--- src/rtl/dcache_line_wb.sv ---
// dcache_line_wb: single-line write-back data cache with burst fill and flush
// Ports: clk/reset_n (async, active-low); dcache_* CPU read/write requests;
// line_fill/line_flush/line_inval line control; line_out/line_valid/line_miss
// response one cycle after a request; line_busy/line_dirty status;
// mem_* burst interface (one-cycle rd/wr request pulse per burst, mem_valid
// paces fill data, mem_ready paces flush data).
module dcache_line_wb #(
  parameter int ADDRBITS  = 32,
  parameter int DATABITS  = 32,
  parameter int LINEWORDS = 32
) (
  input  logic                  clk,
  input  logic                  reset_n,
  input  logic [ADDRBITS-1:0]   dcache_addr,
  input  logic [DATABITS-1:0]   dcache_datain,
  input  logic [DATABITS/8-1:0] dcache_be,
  input  logic                  dcache_rdreq,
  input  logic                  dcache_wrreq,
  input  logic                  line_fill,
  input  logic                  line_flush,
  input  logic                  line_inval,
  output logic [DATABITS-1:0]   line_out,
  output logic                  line_valid,
  output logic                  line_miss,
  output logic                  line_busy,
  output logic                  line_dirty,
  output logic [ADDRBITS-1:0]   mem_addr,
  output logic                  mem_rdreq,
  output logic                  mem_wrreq,
  input  logic [15:0]           mem_burstlen,
  input  logic [DATABITS-1:0]   mem_out,
  input  logic                  mem_valid,
  output logic [DATABITS-1:0]   mem_in,
  input  logic                  mem_ready
);
  localparam int OFFBITS = $clog2(LINEWORDS);
  localparam int TAGBITS = ADDRBITS - OFFBITS - 2;
  localparam int LANES   = DATABITS / 8;
  typedef enum logic [1:0] {INVALID, FILL, VALID, FLUSH} state_t;
  state_t state, state_n;
  logic [DATABITS-1:0] line_mem [LINEWORDS];
  logic [DATABITS-1:0] merged;
  logic [TAGBITS-1:0] tag, tag_n, ftag, req_tag, burst_tag;
  logic [OFFBITS-1:0] idx, cnt, bcnt, blen, blast, base;
  logic dirty, pend, miss_r, ctrl, rd, wr, hit, step, last_beat, last_word, enter, launch;
  logic unused_ok;
  assign unused_ok = ^dcache_addr[1:0];
  assign req_tag = dcache_addr[ADDRBITS-1:OFFBITS+2];
  assign idx = dcache_addr[OFFBITS+1:2];
  assign ctrl = line_inval | line_fill | line_flush;
  // a write wins over a simultaneous read
  assign wr = state == VALID && !ctrl && dcache_wrreq;
  assign rd = state == VALID && !ctrl && !dcache_wrreq && dcache_rdreq;
  assign hit = (rd || wr) && req_tag == tag;
  // one word moves per step: mem_valid paces fills, mem_ready paces flushes
  assign step = (state == FILL && mem_valid) || (state == FLUSH && mem_ready);
  assign last_beat = step && bcnt == blen;
  assign last_word = step && cnt == '1;
  assign enter = (state_n == FILL || state_n == FLUSH) && state_n != state;
  // the next burst is requested the cycle after the previous burst's last word
  assign launch = enter || (last_beat && !last_word);
  assign base = enter ? '0 : cnt + 1'b1;
  assign burst_tag = state_n == FLUSH ? tag : tag_n;
  // blen holds B-1; zero or oversize burst lengths mean one whole-line burst
  assign blast = (mem_burstlen == '0 || 32'(mem_burstlen) > LINEWORDS) ? OFFBITS'(LINEWORDS - 1) : OFFBITS'(mem_burstlen - 16'd1);
  assign line_busy = state == FILL || state == FLUSH;
  assign line_miss = state == INVALID || miss_r;
  assign line_dirty = dirty;
  assign mem_in = state == FLUSH ? line_mem[cnt] : '0;
  always_comb begin
    merged = line_mem[idx];
    for (int i = 0; i < LANES; i++)
      if (dcache_be[i]) merged[8*i +: 8] = dcache_datain[8*i +: 8];
  end
  always_comb begin
    state_n = state;
    tag_n = tag;
    case (state)
      INVALID: if (line_fill) begin state_n = FILL; tag_n = req_tag; end
      VALID:
        if (line_inval) state_n = INVALID;
        else if (line_fill) begin state_n = dirty ? FLUSH : FILL; tag_n = dirty ? tag : req_tag; end
        else if (line_flush && dirty) state_n = FLUSH;
      FILL: if (last_word) state_n = VALID;
      FLUSH: if (last_word) begin state_n = pend ? FILL : VALID; tag_n = pend ? ftag : tag; end
    endcase
  end
  always_ff @(posedge clk or negedge reset_n)
    if (!reset_n) begin
      state <= INVALID;
      tag <= '0;
      ftag <= '0;
      pend <= 1'b0;
      dirty <= 1'b0;
      miss_r <= 1'b0;
      line_valid <= 1'b0;
      line_out <= '0;
      mem_rdreq <= 1'b0;
      mem_wrreq <= 1'b0;
      mem_addr <= '0;
      cnt <= '0;
      bcnt <= '0;
      blen <= '0;
    end else begin
      state <= state_n;
      tag <= tag_n;
      // a fill over a dirty line parks the new tag until the flush completes
      if (state == VALID && !line_inval && line_fill && dirty) begin
        ftag <= req_tag;
        pend <= 1'b1;
      end else if (state == FLUSH && last_word) pend <= 1'b0;
      if ((state == VALID && line_inval) || (state == FLUSH && last_word)) dirty <= 1'b0;
      else if (hit && wr) dirty <= 1'b1;
      line_valid <= hit;
      miss_r <= (rd || wr) && !hit;
      if (hit) line_out <= wr ? merged : line_mem[idx];
      mem_rdreq <= launch && state_n == FILL;
      mem_wrreq <= launch && state_n == FLUSH;
      if (launch) mem_addr <= {burst_tag, base, 2'b00};
      if (enter) begin
        cnt <= '0;
        bcnt <= '0;
        blen <= blast;
      end else if (step) begin
        cnt <= cnt + 1'b1;
        bcnt <= last_beat ? '0 : bcnt + 1'b1;
      end
    end
  always_ff @(posedge clk)
    if (state == FILL && mem_valid) line_mem[cnt] <= mem_out;
    else if (hit && wr) line_mem[idx] <= merged;
endmodule

--- config.mk ---
export PLATFORM = sky130hd
export DESIGN_NAME = dcache_line_wb
export DESIGN_NICKNAME = d
export VERILOG_FILES = /design/src/rtl/dcache_line_wb.sv
export SDC_FILE = /design/constraint.sdc
export NUM_CORES = 2
export LEC_CHECK = 0
export CORE_MARGIN = 4
export CORE_UTILIZATION = 40
export DETAILED_ROUTE_END_ITERATION = 10
export GPL_TIMING_DRIVEN = 0
export PLACE_DENSITY_LB_ADDON = 0.05
export SETUP_SLACK_MARGIN = 0.3
export SKIP_CTS_REPAIR_TIMING = 1
export SYNTH_ARGS = -nofsm -noshare
export SYNTH_HDL_FRONTEND = slang
export SYNTH_SLANG_ARGS = --single-unit
--- constraint.sdc ---
create_clock -name clk -period 7.2 [get_ports clk]
set_input_delay 1.44 -clock clk [delete_from_list [all_inputs] [get_ports clk]]
set_output_delay 1.44 -clock clk [all_outputs]
set_load 0.02 [all_outputs]
==> impl_results.md <==
- Status: complete, but fails checks
- Violated checks: max-capacitance violations, max-slew violations
- Worst r2r path cells: 11
- Post-Syn Area: 54,940 um^2
- Final wirelength: 208.9 mm
- Core Util, Final: 47.92%
- Nets: 4,002
- Post-Syn Instances: 3,449
- Flop pwr share: 38.9%
- Clock Skews: 0.02562 ns
- Overall die width: 378.6 um
- RR Startpoint: state[0]
- Most common cell on crit path: mux4_2
- Hold Path Class: flip-flop to flip-flop
- Tmin final: between 6 and 7 ns
- Post-Place Cell Area: 60,970 um^2
- Synthesis-to-layout area growth: 18.60%
- Period Utilization, post-route: 94.01%
- CP endpoint kind: primary output
- Root Buffer: clkbuf_16
- CTS Buf Count: 133
- # H-tree levels: 4
- Maxcap violations: 1
- Latest clock arrival within the worst-skew pair: 0.77 ns
- Number of synthesized flops with an enable pin: 1,024
- Layout Cells excl Fill: 5,764
- Longest Clk Path Bufs: 3
- WS Path Type: flip-flop to primary output
- First-pass detailed-route iteration total: 6
- DRT antenna net count: 0
- Gr ovfl total: 0
- Critical path fanouts, max: 10
- Final hold violation count: 0
- Gr usage total: 28.85%
- Slew Limit Fails: 11
- Largest net degree at the start of global routing: 116
- Vias in the first global route: 36,720
- First-pass GRT wire length: between 200 and 300 mm
- Clk sinks: about 1,200
- Worst slew pin tran: ~1.5 ns
- Comb power frac: between 20% and 30%
- CP max stage delay: 0.92 ns
- Unique masters post-synth: 54
- Crit-path slowest cell: clkdlybuf4s15_1
- Antenna violations before repair: 6
- Ys async rst share: 11.65%
- Worst rel slew slack: -2.214%
- IO buf count: around 220
- Chip Height: 378.6 um
- Rows: 135
- Fin area: 65,160 um^2
- Die area: 143,300 um^2
- Worst Setup SP: cnt[1]
- Final setup vio count: 0
- Starting density of the core: ~40%
- Switch share: between 30% and 40%
- Cell Pwr Density: about 300 nW/um^2
- Seq cells post-synth: 1,159
- Post-DP HPWL: about 150 mm
- Lkg Pwr: 0.02278 uW
- # DRC: 0
- Vias: ~36,000
- Filler cell count in the final layout: 11,500
- Critical R2R Capture: line_mem[6][16]
- Prevailing post-synth register cell: edfxtp_1
- YS warnings: 0
- Setup crit start kind: flip-flop
- Placer Congestion: 0.8786
- Pint: around 14,000 uW
- Dpl cells: 5,519
- Peak VDD IR: 0.2357 mV
- Clock slew at reported path FFs: 0.06 ns
- Psw: 6174 uW
- DR WL/cell: approximately 36 um
- CTS tree: yes
- Pwr Total: 19,990 uW
- Top Ports: 227
- WP data required: between 5 and 6 ns
- WP data arrival: roughly 5.3 ns
- Clock group share of total power: between 30% and 40%
- Routed vias/inst: between 6 and 7
- CP cell instances: buf_1 -> clkdlybuf4s15_1 -> mux4_2 -> mux4_2 -> inv_1 -> o22ai_1 -> clkdlybuf4s50_1
- Share of layout cells above drive strength 1: between 20 and 25%
- Sequential element share of the synthesized area: between 60 and 70%
- Crit path to: mem_in[21]
- Reg2reg setup slack: about 2.2 ns
- Mapped Avg Cell Area: 15.93 um^2
- Core area: 136,000 um^2
- Fmax: 147.7 MHz
- DR iter-0 viols: roughly 4,500
- Unrepaired setup endpoints after global routing: false
## final cells by class
cell class | instances | area (um^2) | area share, %
antenna | 4 | 10.01 | 0.01536
buffer | 254 | 1154 | 1.770
clock buffer | 186 | 3715 | 5.701
clock inverter | 55 | 435.4 | 0.6682
inverter | 75 | 281.5 | 0.4320
multi-input combinational | 1962 | 19780 | 30.36
sequential | 1159 | 34130 | 52.38
tap | 1781 | 2228 | 3.420
timing repair buffer | 288 | 3428 | 5.261
## power by group through the flow
stage,registers [uW],logic [uW],clock network [uW]
4_1_cts,7790,5610,6680
5_1_grt,7810,5860,6970
3_5_place_dp,7920,5590,0
3_3_place_gp,7950,5400,0
6_report,7790,5600,6600
2_1_floorplan,7970,3370,0
## state kept, by name (all words and copies together), names as in the netlist, 2 cells and up
register / cells
bcnt: 5
line_out: 32
cnt: 5
blen: 5
mem_addr: 30
tag: 25
ftag: 25
state: 2
line_mem: 1024
## stage by stage
stage                     hold WS [ns]  worst slack, ns  TNS [ns]
after global placement          0.4875           -1.892  -1973.43
after detailed placement        0.4931           0.8322         0
after CTS                       0.5065           0.2681         0
after global routing            0.5198           0.3675         0
after floorplan                 0.4633            2.385         0
final                           0.5087           0.4316         0
## worst min-delay path by stage
stage	end	from	cells past startpoint	slack, ns
2_1_floorplan	pend	pend	1	0.46
3_3_place_gp	mem_addr[28]	mem_addr[28]	1	0.49
3_5_place_dp	mem_addr[25]	mem_addr[25]	1	0.49
4_1_cts	mem_addr[25]	mem_addr[25]	1	0.51
5_1_grt	ftag[22]	ftag[22]	1	0.52
6_report	ftag[24]	ftag[24]	1	0.51
## routing by layer
layer | vias to the layer above | track usage (%) | routed length [um]
met4 | 0 | 11.19 | 8822
li1 | 14640 | - | -
met3 | 409 | 6.240 | 17230
met1 | 19260 | 38.64 | 85050
met2 | 1816 | 46.21 | 97820
met5 | - | 0 | 0
## critical path: cells and delay by family (launching register included)
kind	cells	cell delay, ns
AO/OA/AOI/OAI	1	0.78
buffers and inverters	4	2.55
flip-flops	1	0.59
multiplexers	2	0.61
## synthesized netlist by cell type (3+ instances only)
cell / count / share of area, %
dfrtp_1: 135 / 6.1
clkbuf_1: 132 / 0.90
a21oi_1: 103 / 0.94
a22oi_1: 185 / 2.5
and3_1: 6 / 0.068
nand2_1: 200 / 1.4
mux2_4: 29 / 0.79
nor3_1: 16 / 0.15
mux4_2: 320 / 13
xor2_1: 34 / 0.54
buf_2: 81 / 0.74
nor2_1: 108 / 0.74
buf_12: 3 / 0.11
nand3_1: 136 / 1.2
buf_4: 5 / 0.068
nor2b_1: 7 / 0.080
mux2_2: 86 / 1.8
nand2b_1: 9 / 0.10
inv_1: 75 / 0.51
mux2i_1: 531 / 9.7
a31oi_1: 5 / 0.057
xnor2_1: 8 / 0.13
o22ai_1: 32 / 0.36
nand4_1: 36 / 0.41
buf_1: 32 / 0.22
o21ai_0: 67 / 0.61
edfxtp_1: 1024 / 56
ha_1: 4 / 0.091
nor4_1: 9 / 0.10
## layout by cell type (no fill, tap or decap), types with 21 or more instances in the layout
cell             count
a21oi_1            103
a22oi_1            185
buf_1               30
buf_12              38
buf_2               82
buf_8               32
clkbuf_1           163
clkbuf_16          139
clkdlybuf4s50_1    216
clkinv_2            21
dfrtp_1            135
edfxtp_1          1024
inv_1               75
mux2_2              86
mux2_4              29
mux2i_1            531
mux4_2             320
nand2_1            200
nand3_1            136
nand4_1             36
nor2_1              76
nor2_4              32
o21ai_0             37
o21ai_2             32
o22ai_1             31
xor2_1              34
## cells by family after synthesis
logic type / share of synthesized area, %
adder cells (fa/ha/maj): 0.09109
AO/OA/AOI/OAI: 4.696
flip-flops: 62.12
multiplexers: 25.35
other: 0.006825
XOR/XNOR: 0.6695
AND/OR/NAND/NOR: 4.518
buffers and inverters: 2.557
Power figures use the tool's default switching activity.
